--- src/rtl/pairing_result_reader_pkg.sv ---
// pairing_result_reader_pkg: shared pairing-core parameters and result reader FSM states
// Contents:
//   shared defines : WORD_SIZE, RAM_ADDR_SIZE, RAM_G, I_INPUTMODE_SIZE, EXEC_CORE, REF_RESULT
//   state_t        : reader FSM state encoding
// Optional feature macro: RESULT_READER_CHECKSUM_EN adds the SENDC state.
`ifndef PAIRING_PARAMS_SVH
`define PAIRING_PARAMS_SVH
`define WORD_SIZE 64
`define RAM_ADDR_SIZE 8
`define RAM_G 8'h40
`define I_INPUTMODE_SIZE 4
`define EXEC_CORE 4'd0
`define REF_RESULT 4'd6
`endif

package pairing_result_reader_pkg;
`ifdef RESULT_READER_CHECKSUM_EN
  typedef enum logic [3:0] {IDLE, WAIT_HI, WAIT_LO, ISSUE, CAPTURE, SEND0, SEND1, FIN, SENDC} state_t;
`else
  typedef enum logic [3:0] {IDLE, WAIT_HI, WAIT_LO, ISSUE, CAPTURE, SEND0, SEND1, FIN} state_t;
`endif
endpackage

--- src/rtl/pairing_result_reader.sv ---
// pairing_result_reader: waits for one pairing-core run, then streams its NWORDS result words
// Ports:
//   clk, rst_n              clock, asynchronous active-low reset
//   start, is_busy          run request pulse, core busy flag
//   I_INPUTMODE             core mode (EXEC_CORE idle, REF_RESULT while reading)
//   I_RADDR1, I_RADDR2      core read addresses of the current word pair
//   outdata1, outdata2      core read data, valid one cycle after the address
//   o_data/o_valid/i_ready  result word stream, o_last marks its final word
//   o_done, o_active        end-of-run pulse, run in progress
// Optional feature macro: RESULT_READER_CHECKSUM_EN appends an XOR checksum word.
module pairing_result_reader
  import pairing_result_reader_pkg::*;
#(
  parameter int WORD_W = `WORD_SIZE,
  parameter int ADDR_W = `RAM_ADDR_SIZE,
  parameter logic [ADDR_W-1:0] BASE_ADDR = `RAM_G,
  parameter int NWORDS = 12
) (
  input  logic                         clk,
  input  logic                         rst_n,
  input  logic                         start,
  input  logic                         is_busy,
  output logic [`I_INPUTMODE_SIZE-1:0] I_INPUTMODE,
  output logic [ADDR_W-1:0]            I_RADDR1,
  output logic [ADDR_W-1:0]            I_RADDR2,
  input  logic [WORD_W-1:0]            outdata1,
  input  logic [WORD_W-1:0]            outdata2,
  output logic [WORD_W-1:0]            o_data,
  output logic                         o_valid,
  input  logic                         i_ready,
  output logic                         o_last,
  output logic                         o_done,
  output logic                         o_active
);
  localparam int NP = NWORDS / 2;
  localparam int KW = $clog2(NP + 1);
`ifdef RESULT_READER_CHECKSUM_EN
  localparam state_t AFTER_DATA = SENDC;
`else
  localparam state_t AFTER_DATA = FIN;
`endif
  state_t st, nxt;
  logic [KW-1:0] k;
  logic [WORD_W-1:0] buf0, buf1;
  logic [ADDR_W-1:0] addr;
  logic last_pair, rd;
`ifdef RESULT_READER_CHECKSUM_EN
  logic [WORD_W-1:0] ck;
`endif
  assign last_pair = k == KW'(NP - 1);
  assign addr = BASE_ADDR + ADDR_W'({k, 1'b0});
  assign rd = st == ISSUE || st == CAPTURE;
  assign I_INPUTMODE = rd ? `REF_RESULT : `EXEC_CORE;
  assign I_RADDR1 = rd ? addr : '0;
  assign I_RADDR2 = rd ? addr + ADDR_W'(1) : '0;
  assign o_done = st == FIN;
  assign o_active = st != IDLE;
`ifdef RESULT_READER_CHECKSUM_EN
  assign o_valid = st == SEND0 || st == SEND1 || st == SENDC;
  assign o_data = st == SEND0 ? buf0 : st == SENDC ? ck : buf1;
  assign o_last = st == SENDC;
`else
  assign o_valid = st == SEND0 || st == SEND1;
  assign o_data = st == SEND0 ? buf0 : buf1;
  assign o_last = st == SEND1 && last_pair;
`endif
  always_comb begin
    nxt = st;
    case (st)
      IDLE:    nxt = start ? WAIT_HI : IDLE;
      WAIT_HI: nxt = is_busy ? WAIT_LO : WAIT_HI;
      WAIT_LO: nxt = is_busy ? WAIT_LO : ISSUE;
      ISSUE:   nxt = CAPTURE;
      CAPTURE: nxt = SEND0;
      SEND0:   nxt = i_ready ? SEND1 : SEND0;
      SEND1:   nxt = !i_ready ? SEND1 : last_pair ? AFTER_DATA : ISSUE;
`ifdef RESULT_READER_CHECKSUM_EN
      SENDC:   nxt = i_ready ? FIN : SENDC;
`endif
      FIN:     nxt = IDLE;
      default: nxt = IDLE;
    endcase
  end
  always_ff @(posedge clk or negedge rst_n) begin
    if (!rst_n) begin
      st <= IDLE;
      k <= '0;
      buf0 <= '0;
      buf1 <= '0;
    end else begin
      st <= nxt;
      if (st == IDLE) k <= '0;
      else if (st == SEND1 && i_ready) k <= k + KW'(1);
      if (st == CAPTURE) begin
        buf0 <= outdata1;
        buf1 <= outdata2;
      end
    end
  end
`ifdef RESULT_READER_CHECKSUM_EN
  // running XOR of every captured word, cleared while idle
  always_ff @(posedge clk or negedge rst_n) begin
    if (!rst_n) ck <= '0;
    else if (st == IDLE) ck <= '0;
    else if (st == CAPTURE) ck <= ck ^ outdata1 ^ outdata2;
  end
`endif
endmodule

--- config.mk ---
export PLATFORM = sky130hd
export DESIGN_NAME = pairing_result_reader
export DESIGN_NICKNAME = d
export VERILOG_FILES = /design/src/rtl/pairing_result_reader_pkg.sv /design/src/rtl/pairing_result_reader.sv
export SDC_FILE = /design/constraint.sdc
export NUM_CORES = 1
export LEC_CHECK = 0
export ABC_CLOCK_PERIOD_IN_PS = 1590
export CAP_MARGIN = 20
export CELL_PAD_IN_SITES_DETAIL_PLACEMENT = 1
export CELL_PAD_IN_SITES_GLOBAL_PLACEMENT = 1
export CORE_MARGIN = 2
export CORE_UTILIZATION = 34
export CTS_CLUSTER_DIAMETER = 120
export DETAILED_ROUTE_END_ITERATION = 16
export GPL_TIMING_DRIVEN = 0
export PLACE_DENSITY_LB_ADDON = 0.25
export SLEW_MARGIN = 0
export SYNTH_ARGS = -nofsm -noshare
export SYNTH_HDL_FRONTEND = slang
export SYNTH_SLANG_ARGS = --single-unit
--- constraint.sdc ---
create_clock -name clk -period 1.59 [get_ports clk]
set_input_delay 0.318 -clock clk [delete_from_list [all_inputs] [get_ports clk]]
set_output_delay 0.318 -clock clk [all_outputs]
set_load 0.02 [all_outputs]
# Word-level counts from Yosys, hierarchy flattened
# Cells that the tools add are included.
[totals] elab_cells=35 reg_bits=135 input_bits=133 output_inout_bits=88
[op_classes] n_reduce_logical=7 eq_ne=8 add_sub_neg=3 muxes=13
[ops] operator="2-to-1 mux 64 bit" count=1
[ops] operator="one-hot mux 3 bit (7 select lines)" count=1
[ops] operator="== test 4 x 3 -> 1 bit (second input constant)" count=4
[ops] operator="2-to-1 mux 8 bit" count=2
[ops] operator="2-to-1 mux 3 bit" count=5
[ops] operator="adder 7 x 4 -> 8 bit (first input constant)" count=1
[ops] operator="adder 8 x 1 -> 8 bit (second input constant)" count=1
[ops] operator="== test 4 x 2 -> 1 bit (second input constant)" count=2
[ops] operator="== test 4 x 1 -> 1 bit (second input constant)" count=1
[ops] operator="zero test 4 bit" count=1
[ops] operator="2-to-1 mux 2 bit" count=2
[ops] operator="nonzero test 4 bit" count=1
[ops] operator="adder 3 x 1 -> 3 bit (second input constant)" count=1
[ops] operator="== test 3 bit (second input constant)" count=1
[ops] operator="logical AND 1 bit" count=2
[ops] operator="logical OR 1 bit" count=2
[ops] operator="2-to-1 mux 1 bit" count=2
[ops] operator="nonzero test 2 bit" count=1

# Longest topological paths before layout
[logic_depth] depth_word=4 mapped_depth=6 mapped_depth_nobuf=4

# Worst setup path before layout
# No wires, ideal clock.
[synth_path] path_kind="reg2out" from="reg st[1]" to="out I_RADDR2[1]" setup_slack_ns=-0.377 stages_incl_launch_ff=7 t_arrival_ns=1.649 t_required_ns=1.272 n_path_buf=3 path_cell_list="dfrtp_1 buf_2 nor3b_4 buf_6 o21bai_1 and2_1 buf_4"
[synth_via] elab_chain_len=3 word_cells_on_any_way=4 cone_classes="eq/ne (2); mux (1); reduce/logical (1)"
[synth_rtl] item="start: declaration" line="pairing_result_reader.sv:42" rtl="state_t st, nxt;"
[synth_rtl] item="start signal: assignment" line="pairing_result_reader.sv:91" rtl="st <= nxt;"
[synth_rtl] item="== test 4 x 2 -> 1 bit / == test 4 x 3 -> 1 bit (equally long branches)" line="pairing_result_reader.sv:52" rtl="assign rd = st == ISSUE || st == CAPTURE;"
[synth_rtl] item="logical OR 1 bit *" line="pairing_result_reader.sv:52"
[synth_rtl] item="named net rd" line="pairing_result_reader.sv:46" rtl="logic last_pair, rd;"
[synth_rtl] item="2-to-1 mux 8 bit *" line="pairing_result_reader.sv:55" rtl="assign I_RADDR2 = rd ? addr + ADDR_W'(1) : '0;"
[synth_rtl] item="end: declaration" line="pairing_result_reader.sv:25" rtl="output logic [ADDR_W-1:0] I_RADDR2,"
# Mark *: on every way through the listed nets, which the timed path passes. The rest lies on a longest branch.

# Worst setup path after layout
[layout_path] from="reg st[1]" to="out o_data[28]"
[layout_via] elab_chain_len=2
[layout_rtl] item="== test 4 x 3 -> 1 bit" line="pairing_result_reader.sv:64" rtl="assign o_data = st == SEND0 ? buf0 : buf1;"
[layout_rtl] item="2-to-1 mux 64 bit" line="pairing_result_reader.sv:64"
[layout_rtl] item="end: declaration" line="pairing_result_reader.sv:28" rtl="output logic [WORD_W-1:0] o_data,"
# No other way between the ends.

==> flow_summary.ini <==
[critical_path]
cp_slowest_cell = dfrtp_1
end_kind = output pin
critical_path_arrival_ns = 1.89
crit_required_ns = 1.27
path_max_fanout = 10
critPathKind = reg -> out
cp_cell_sequence = buf_6 -> nand3b_1 -> buf_12 -> buf_12 -> mux2_2 -> buf_6
startpoint_type = flop
crit_buf_inv = 4
cp_top_family = buffers and inverters
slowest_delay_ns = 0.37

[detailed_routing]
wl_met3_um = 668
viasPerCell = 4.56
antenna_left = 0
routed_wl_um = 19500
wl_per_cell_um = 20.0
dr.pass1.iters = 4
dr_wl_met2_um = 10500
drt_iter0_drc = 107
drcViolationCount = 0
wl_met1_um = 7990
highest_layer = met4
vias = 4449

[synth]
ys.flop_type = dfrtp_1
synth_async_sr_flop_share_pct = 100
syn_avg_cell_area_um2 = 16.1
ys_warn_count = 0
yosysMostFrequentCell = dfrtp_1
synth_common_cells = 134 x dfrtp_1, 100 x mux2_4, 92 x mux2_2
synth_area_um2 = 6670
synth-seq-cells = 134
synth.distinct_cells = 30
netlist_instances = 414
synth_edf_count = 0
synth_top_cell_area_share_pct = 50.3
synth_area_leaders = dfrtp_1 50%, mux2_4 23%, mux2_2 16%
synth_top_area_cell = dfrtp_1
ys_seq_area_share_pct = 50.3

[placement]
hpwl_um = 12700
port-buffer-count = 210
gp_congestion = 0.695

[clock_tree]
root_buffer = clkbuf_16
cts-buffers-inserted = 17
cts_tree = built
clk_path_buf_depth = 2
clock_latency_ns = 0.41
path_clk_slew_ns = 0.06
clock-sinks = 134
htreeDepth = 4

[floorplan]
die-area_um2 = 20700
core_um2 = 19300
die_h_um = 144
placementRows = 51
io_pins = 221
fp.dieW_um = 144
initial_utilization_pct = 34.5

[timing]
hold_ws_ns = 0.432
period_share_pct = 139
hold_viol_final = 0
setup_viol = 192
tightest_slew_ns = 0.591
max_freq_mhz = 453
min_period_ns = 2.21
finalMaxSlewViolations = 0
slew_headroom_pct = 60.6
clock_skew_ns = 0.00478
rsz0062_at_grt = true
fin_ws_ns = -0.616

[power]
vdd_drop_max_mv = 1.19
leakagePower_nw = 4.82
p_total_mw = 23.2
power_density_nw_per_um2 = 2170

[min_path]
hold_path.class = in -> reg

[global_route]
grt.total_usage_pct = 18.1
grt_max_degree = 77
grt_overflow = 0
antenna_found_initial = 0
grt_pass1_wl_um = 28300
grt_pass1_vias = 4960

[finish]
layout.nets = 832
area_growth_pct = 60.4
final_layout_size_suffix_gt1_share_pct = 57.0
diodes = 0

[job]
maxCapViolCount = 0

[run_status]
violations = setup timing
outcome = finished, violations left
## tightest hold or removal path, cell delays in order
cell and delay [ns]:
clkbuf_1 0.18, mux2i_1 0.20, o21ai_0 0.09
## cell families after synthesis
family | count (synthesis) | share of synthesized area, %
AO/OA/AOI/OAI | 14 | 1.46
adder cells (fa/ha/maj) | 2 | 0.375
buffers and inverters | 47 | 7.34
flip-flops | 134 | 50.3
multiplexers | 196 | 38.7
other | 1 | 0.0562
AND/OR/NAND/NOR | 20 | 1.82
## layout make-up
type                       count  area (um2)
multi-input combinational    241        2970
tap                          265         332
inverter                       3        11.3
buffer                        40         562
fill                        1876        8640
clock inverter                12         153
timing repair buffer         260        2850
sequential                   134        3360
clock buffer                  20         457
## placed cells by master (no fill, tap or decap), types with 9 or more instances in the layout
cell             instances
buf_12                  22
buf_2                   14
buf_4                   30
buf_6                   85
clkbuf_16               27
clkdlybuf4s50_1        130
conb_1                   9
dfrtp_1                132
mux2_2                  77
mux2_4                 115
## per-layer routing
layer,GRT usage [%],vias to the layer above
met3,4.24,23
met2,32.0,116
met5,0,-
met1,21.8,2297
li1,-,2013
met4,5.99,0
## what timing repair did
action                                  CTS  global route
buffers inserted                         12            23
hold buffers                              1             0
resized for setup                       461            60
pin swaps                                 6             3
endpoints found under the hold margin    58             0
endpoints found under the setup margin  189           195
cloned                                    3            10
## state kept, by name, indices dropped and copies added (netlist names)
register  count
st            3
k             3
buf1         64
buf0         64
## report_power, final
group          internal, mW  leakage, nW  switching [mW]  total, mW
Combinational          7.95         2.93            5.02       13.0
Sequential             5.17         1.60           0.963       6.13
Clock                  2.55        0.300            1.54       4.09
## metrics by stage
step           instance area, um2  worst slack (ns)  utilization [%]  cells  TNS [ns]
2_1_floorplan                6740            -0.123                -    422    -0.377
3_5_place_dp                 9200            -0.795             47.6    898    -53.21
4_1_cts                     10100            -0.670             52.1    946    -56.79
3_3_place_gp                 9170             -5.23             47.4    897   -750.01
5_1_grt                     10700            -0.690             55.3    975    -64.85
6_report                    10700            -0.616             55.3    975    -55.09
## path summary, 6_finish.rpt
kind / slack, ns / depth (start not counted) / startpoint / end
min in group asynchronous: 0.45 / 2 / rst_n / buf0[52]$_DFFE_PN0N_
min: 0.43 / 3 / i_ready / st[1]$_DFF_PN0_
min reg2reg: 0.50 / 1 / buf0[38]$_DFFE_PN0N_ / buf0[38]$_DFFE_PN0N_
max reg2reg: -0.13 / 7 / st[1]$_DFF_PN0_ / buf0[48]$_DFFE_PN0N_
max in group asynchronous: 0.36 / 3 / rst_n / buf1[13]$_DFFE_PN0N_
max: -0.62 / 6 / st[1]$_DFF_PN0_ / o_data[28]
Note: power is estimated with default switching activity, not from simulation.
==> RTL edit 1: new RTL, same flow settings <==
The option `RESULT_READER_CHECKSUM_EN` is turned on by a define.
--- a/src/rtl/pairing_result_reader_pkg.sv
+++ b/src/rtl/pairing_result_reader_pkg.sv
@@ -3,6 +3,8 @@
 //   shared defines : WORD_SIZE, RAM_ADDR_SIZE, RAM_G, I_INPUTMODE_SIZE, EXEC_CORE, REF_RESULT
 //   state_t        : reader FSM state encoding
 // Optional feature macro: RESULT_READER_CHECKSUM_EN adds the SENDC state.
+`define RESULT_READER_CHECKSUM_EN
+
 `ifndef PAIRING_PARAMS_SVH
 `define PAIRING_PARAMS_SVH
 `define WORD_SIZE 64
Function: same outputs for any inputs over 4 cycles, from zero or initial values and one cycle with rst_n low; that may be too few to reach the edited logic, so the function may still have changed.
==> RTL edit 1 against the original RTL <==
  * The run still ends with setup timing left
  * Sequential power increased by 59%
  * Sequential cell count rose by 65
  * Die area up 53%
  * Non-clock buffer count is 71 higher
  * Sequential share of layout area shrank 0.94 points
  * Area after synthesis grew 55%
  * Worst setup slack got worse by 280 ps
  * First-iteration DRC count rose to 5.2 times the old value
  * Total power rose by 38%
  * Design area up 53%
  * Routed wire length rose by 95%
  * Highest routed layer is now met5
==> RTL edit 1: results (changes against the original RTL) <==
{
  "status": {
    "outcome": "finished with violations",
    "violations": "setup timing"
  },
  "power_and_ir_drop": {
    "vdd_drop_max": {"value": 0.000806, "unit": "V", "change": "-32%"},
    "p_leak": {"value": 7.28, "unit": "nW", "change": "+51%"},
    "combPwrFrac": {"value": 0.554, "change": "-0.005"}
  },
  "clock_tree": {
    "post_cts_buffers": {"value": 33, "change": "+21"},
    "clk_pin_slew": {"value": 80, "unit": "ps", "change": "+20 ps"},
    "post_cts_resize_count": {"value": 661, "change": "+43%"},
    "insertion_delay": {"value": 440, "unit": "ps", "change": "+30 ps"}
  },
  "logic_synthesis": {
    "postSynthAreaPerCell": {"value": 8.34, "unit": "um^2", "change": "-48%"},
    "synth.distinct_cells": {"value": 38, "change": "+27%"},
    "synth.yosys.seq_area_share": {"value": 0.482, "change": "-0.0211"},
    "synth.area.top_cells": "sky130_fd_sc_hd__dfrtp_1, sky130_fd_sc_hd__nand2_1, sky130_fd_sc_hd__mux2i_1"
  },
  "global_route": {
    "met1_track_demand_over_resource_in_global_routing": {"value": 0.315, "change": "+0.0978"},
    "groute.layer.met3.usage": {"value": 0.0341, "change": "-0.00828"},
    "grtUsageMet2": {"value": 0.418, "change": "+0.0975"}
  },
  "final_layout": {
    "layout_cell_share_with_drive_strength_beyond_1": {"value": 0.314, "change": "-0.257"},
    "layout.filler_cells": {"value": 3284, "change": "+75%"}
  },
  "place": {
    "pre_cts_slack": {"value": -1350, "unit": "ps", "change": "-557 ps"}
  },
  "routing": {
    "wl_met2": {"value": 19200, "unit": "um", "change": "+83%"},
    "ratio_of_routed_vias_to_standard_cells": {"value": 5.02, "change": "+10%"}
  },
  "worst_setup_path": {
    "r2r-end": "buf1[42]",
    "cp.arrival": {"value": 2170, "unit": "ps", "change": "+280 ps"},
    "worstReg2RegStart": "st[0]"
  },
  "timing": {
    "setup_viol": {"value": 276, "change": "+44%"},
    "layout_setup_ws": {"value": -897, "unit": "ps", "change": "-281 ps"}
  }
}
==> RTL edit 1: changes by cell type in the layout (fill, tap and decap cells not counted), moves of 63 or more <==
cell	delta
sky130_fd_sc_hd__nand2_1	+370
sky130_fd_sc_hd__mux2_4	-115
sky130_fd_sc_hd__nand2_2	+81
sky130_fd_sc_hd__mux2_2	-76
sky130_fd_sc_hd__o21ai_2	+69
sky130_fd_sc_hd__dfrtp_1	+64
sky130_fd_sc_hd__xnor2_1	+64
sky130_fd_sc_hd__a21oi_1	+63
sky130_fd_sc_hd__inv_1	+63
==> RTL edit 1: area by class of cell <==
class,count,share of cell area
Multi-Input combinational cell,888,0.345
Sequential cell,199,0.304
Timing Repair Buffer,278,0.207
Buffer,93,0.0621
Tap cell,390,0.0298
Clock buffer,18,0.0268
Inverter,65,0.0149
Clock inverter,14,0.00933
Antenna cell,1,0.000153
==> RTL edit 1: critical path, delay by kind of cell, from the launching register on <==
family | cells | cell delay (ps)
compound gates | 1 | 70
buf+inv | 5 | 690
flops | 1 | 450
mux | 1 | 210
simple gates | 1 | 300
==> RTL edit 1: stage by stage <==
stage,hold WS [ps],instance area [um^2],total power [mW],setup TNS [ps],util
2_1_floorplan,22.4,11000,17.6,-32050,-
3_3_place_gp,452,13500,22.7,-1945410,0.455
3_5_place_dp,399,13600,23.2,-215400,0.456
4_1_cts,332,15900,30.8,-215460,0.534
5_1_grt,383,16400,33.9,-227940,0.549
6_report,369,16400,31.9,-208840,0.549
==> RTL edit 1: worst max path at each step <==
stage / start / to / depth (start not counted)
after global routing: st[0] / o_data[55] / 8
after detailed placement: st[1] / o_data[61] / 6
final: st[0] / o_data[37] / 8
after floorplan: st[0] / o_data[46] / 7
after CTS: st[0] / o_data[16] / 9
after global placement: rst_n / buf0[11] / 1
==> RTL edit 2: new RTL, config.mk and constraints unchanged <==
Without the edit above. The 8 states of `state_t` get a one-hot encoding in 8 bits.
--- a/src/rtl/pairing_result_reader_pkg.sv
+++ b/src/rtl/pairing_result_reader_pkg.sv
@@ -17,7 +17,7 @@
 `ifdef RESULT_READER_CHECKSUM_EN
   typedef enum logic [3:0] {IDLE, WAIT_HI, WAIT_LO, ISSUE, CAPTURE, SEND0, SEND1, FIN, SENDC} state_t;
 `else
-  typedef enum logic [3:0] {IDLE, WAIT_HI, WAIT_LO, ISSUE, CAPTURE, SEND0, SEND1, FIN} state_t;
+  typedef enum logic [7:0] {IDLE = 8'b00000001, WAIT_HI = 8'b00000010, WAIT_LO = 8'b00000100, ISSUE = 8'b00001000, CAPTURE = 8'b00010000, SEND0 = 8'b00100000, SEND1 = 8'b01000000, FIN = 8'b10000000} state_t;
 `endif
 endpackage
 
Behaviour: no difference found for any inputs over 10 cycles, from zero or initial values and one cycle with rst_n low; not proved beyond that.
==> RTL edit 2 against the original RTL <==
  * The flow still finishes with violations (setup timing)
  * Area after synthesis decreased by 6.6%
  * Routed wire length is 5.3% higher
  * Non-clock buffer count increased by 4
  * Via count grew 3.7%
  * Design area increased by 3.9%
  * Worst setup slack got worse by 370 ps
  * Sequential cell count is 5 higher
  * Register-to-register slack lost 600 ps
  * Sequential share of layout area about the same
  * Critical path depth unchanged
Power is not compared: it rests on default switching activity, and its combinational part moved more than twofold at a synthesized area within 25%.
==> RTL edit 2: results (changes against the original RTL) <==
{
  "status": {
    "outcome": "finished with violations",
    "violations": "setup timing"
  },
  "logic_synthesis": {
    "synth.distinct_cells": {"value": 34, "change": "+13%"},
    "synth-xor-area-share": {"value": 0.00141, "change": "+0.00141"},
    "synth_commonest_cells": "sky130_fd_sc_hd__dfrtp_1, sky130_fd_sc_hd__mux2_1, sky130_fd_sc_hd__mux2_2",
    "synth_fa_ha_area_frac": {"value": 0.00402, "change": "+0.000267"}
  },
  "final_layout": {
    "reg.largest.list": "buf0 (64), buf1 (64), st (8)",
    "final_net_count": {"value": 848, "change": "+1.9%"},
    "layout_cell_share_with_drive_strength_beyond_1": {"value": 0.578, "change": "+0.00751"},
    "layout.filler_cells": {"value": 1644, "change": "-12%"}
  },
  "worst_setup_path": {
    "critPathTopFamily": "simple AND/OR/NAND/NOR gates",
    "worstPathMaxFanout": {"value": 5, "change": "-5"},
    "worst_path_largest_cell_delay": {"value": 420, "unit": "ps", "change": "+50 ps"},
    "cp.arrival": {"value": 2260, "unit": "ps", "change": "+370 ps"}
  },
  "clock_tree": {
    "post_cts_buffers": {"value": 33, "change": "+21"},
    "post_cts_resize_count": {"value": 526, "change": "+14%"}
  },
  "hold_path": {
    "hold_path_class": "input port to asynchronous set/reset pin"
  },
  "global_route": {
    "grt_first_pass_wirelength": {"value": 31800, "unit": "um", "change": "+13%"},
    "met1_track_demand_over_resource_in_global_routing": {"value": 0.259, "change": "+0.0414"},
    "grt_start_max_net_pins": {"value": 79, "change": "+2.6%"},
    "groute.usage.overall": {"value": 0.213, "change": "+0.0315"},
    "grtUsageMet2": {"value": 0.368, "change": "+0.0476"}
  },
  "routing": {
    "wl_met3": {"value": 1260, "unit": "um", "change": "+88%"},
    "detail_route.wirelength": {"value": 20600, "unit": "um", "change": "+5.3%"},
    "num_vias": {"value": 4613, "change": "+3.7%"},
    "wl_met2": {"value": 10600, "unit": "um", "change": "+0.78%"},
    "drt-initial-drc-count": {"value": 95, "change": "-11%"}
  },
  "timing": {
    "setup_viol": {"value": 213, "change": "+11%"},
    "finalClockSkew": {"value": 8.92, "unit": "ps", "change": "+4.14 ps"},
    "final_sum_of_negative_setup_slack": {"value": -156550, "unit": "ps", "change": "-101,460 ps"},
    "tightest_slew": {"value": 626, "unit": "ps", "change": "+35.2 ps"},
    "layout_setup_ws": {"value": -986, "unit": "ps", "change": "-370 ps"}
  },
  "place": {
    "final_wtd_congestion": {"value": 0.802, "change": "+15%"},
    "io_buffers": {"value": 211, "change": "+0.48%"},
    "dp.cells": {"value": 869, "change": "-3.2%"},
    "pre_cts_slack": {"value": -1080, "unit": "ps", "change": "-285 ps"}
  }
}
==> RTL edit 2: cell types whose count changed in the layout (fill, tap and decap cells not counted), sizes merged, moves of 4 or more <==
| cell | unedited run | this run |
|---|---|---|
| buf | 158 | 168 |
| clkbuf | 31 | 25 |
| clkinv | 8 | 2 |
| dfrtp | 134 | 138 |
| nor2 | 3 | 8 |
==> RTL edit 2: worst paths after layout <==
| check | from | endpoint | slack, ps | depth (start not counted) |
|---|---|---|---|---|
| min | rst_n | buf1[16] | 460 | 2 |
| max in group asynchronous | rst_n | buf0[63] | 280 | 3 |
| max | st[7] | o_data[3] | -990 | 6 |
| min reg2reg | buf1[4] | buf1[4] | 500 | 1 |
| max reg2reg | st[7] | buf1[6] | -730 | 10 |
| min in group clk | start | st[0] | 480 | 2 |
==> RTL edit 2: power groups by stage <==
stage	clock (mW)	combinational (mW)	sequential, mW
floorplan	0	1.70	4.40
global placement	0	2.78	4.47
detailed placement	0	2.85	4.51
CTS	4.27	3.20	4.47
global route	4.42	3.62	4.57
finish	4.21	3.42	4.49
==> RTL edit 2: cell type report <==
class / count / area (um^2) / area share
flip-flops and latches: 139 / 3480 / 0.313
multi-input cells: 249 / 3110 / 0.280
repair buffers: 270 / 3090 / 0.278
plain buffers: 34 / 522 / 0.0470
clock buffers: 21 / 480 / 0.0432
well taps: 229 / 287 / 0.0258
clock inverters: 10 / 139 / 0.0125
inverters: 2 / 7.51 / 0.000676
==> RTL edit 2: stage by stage <==
stage	area, um^2	total power [mW]
2_1_floorplan	6860	6.10
3_3_place_gp	9260	7.25
3_5_place_dp	9290	7.37
4_1_cts	10900	11.9
5_1_grt	11100	12.6
6_report	11100	12.1
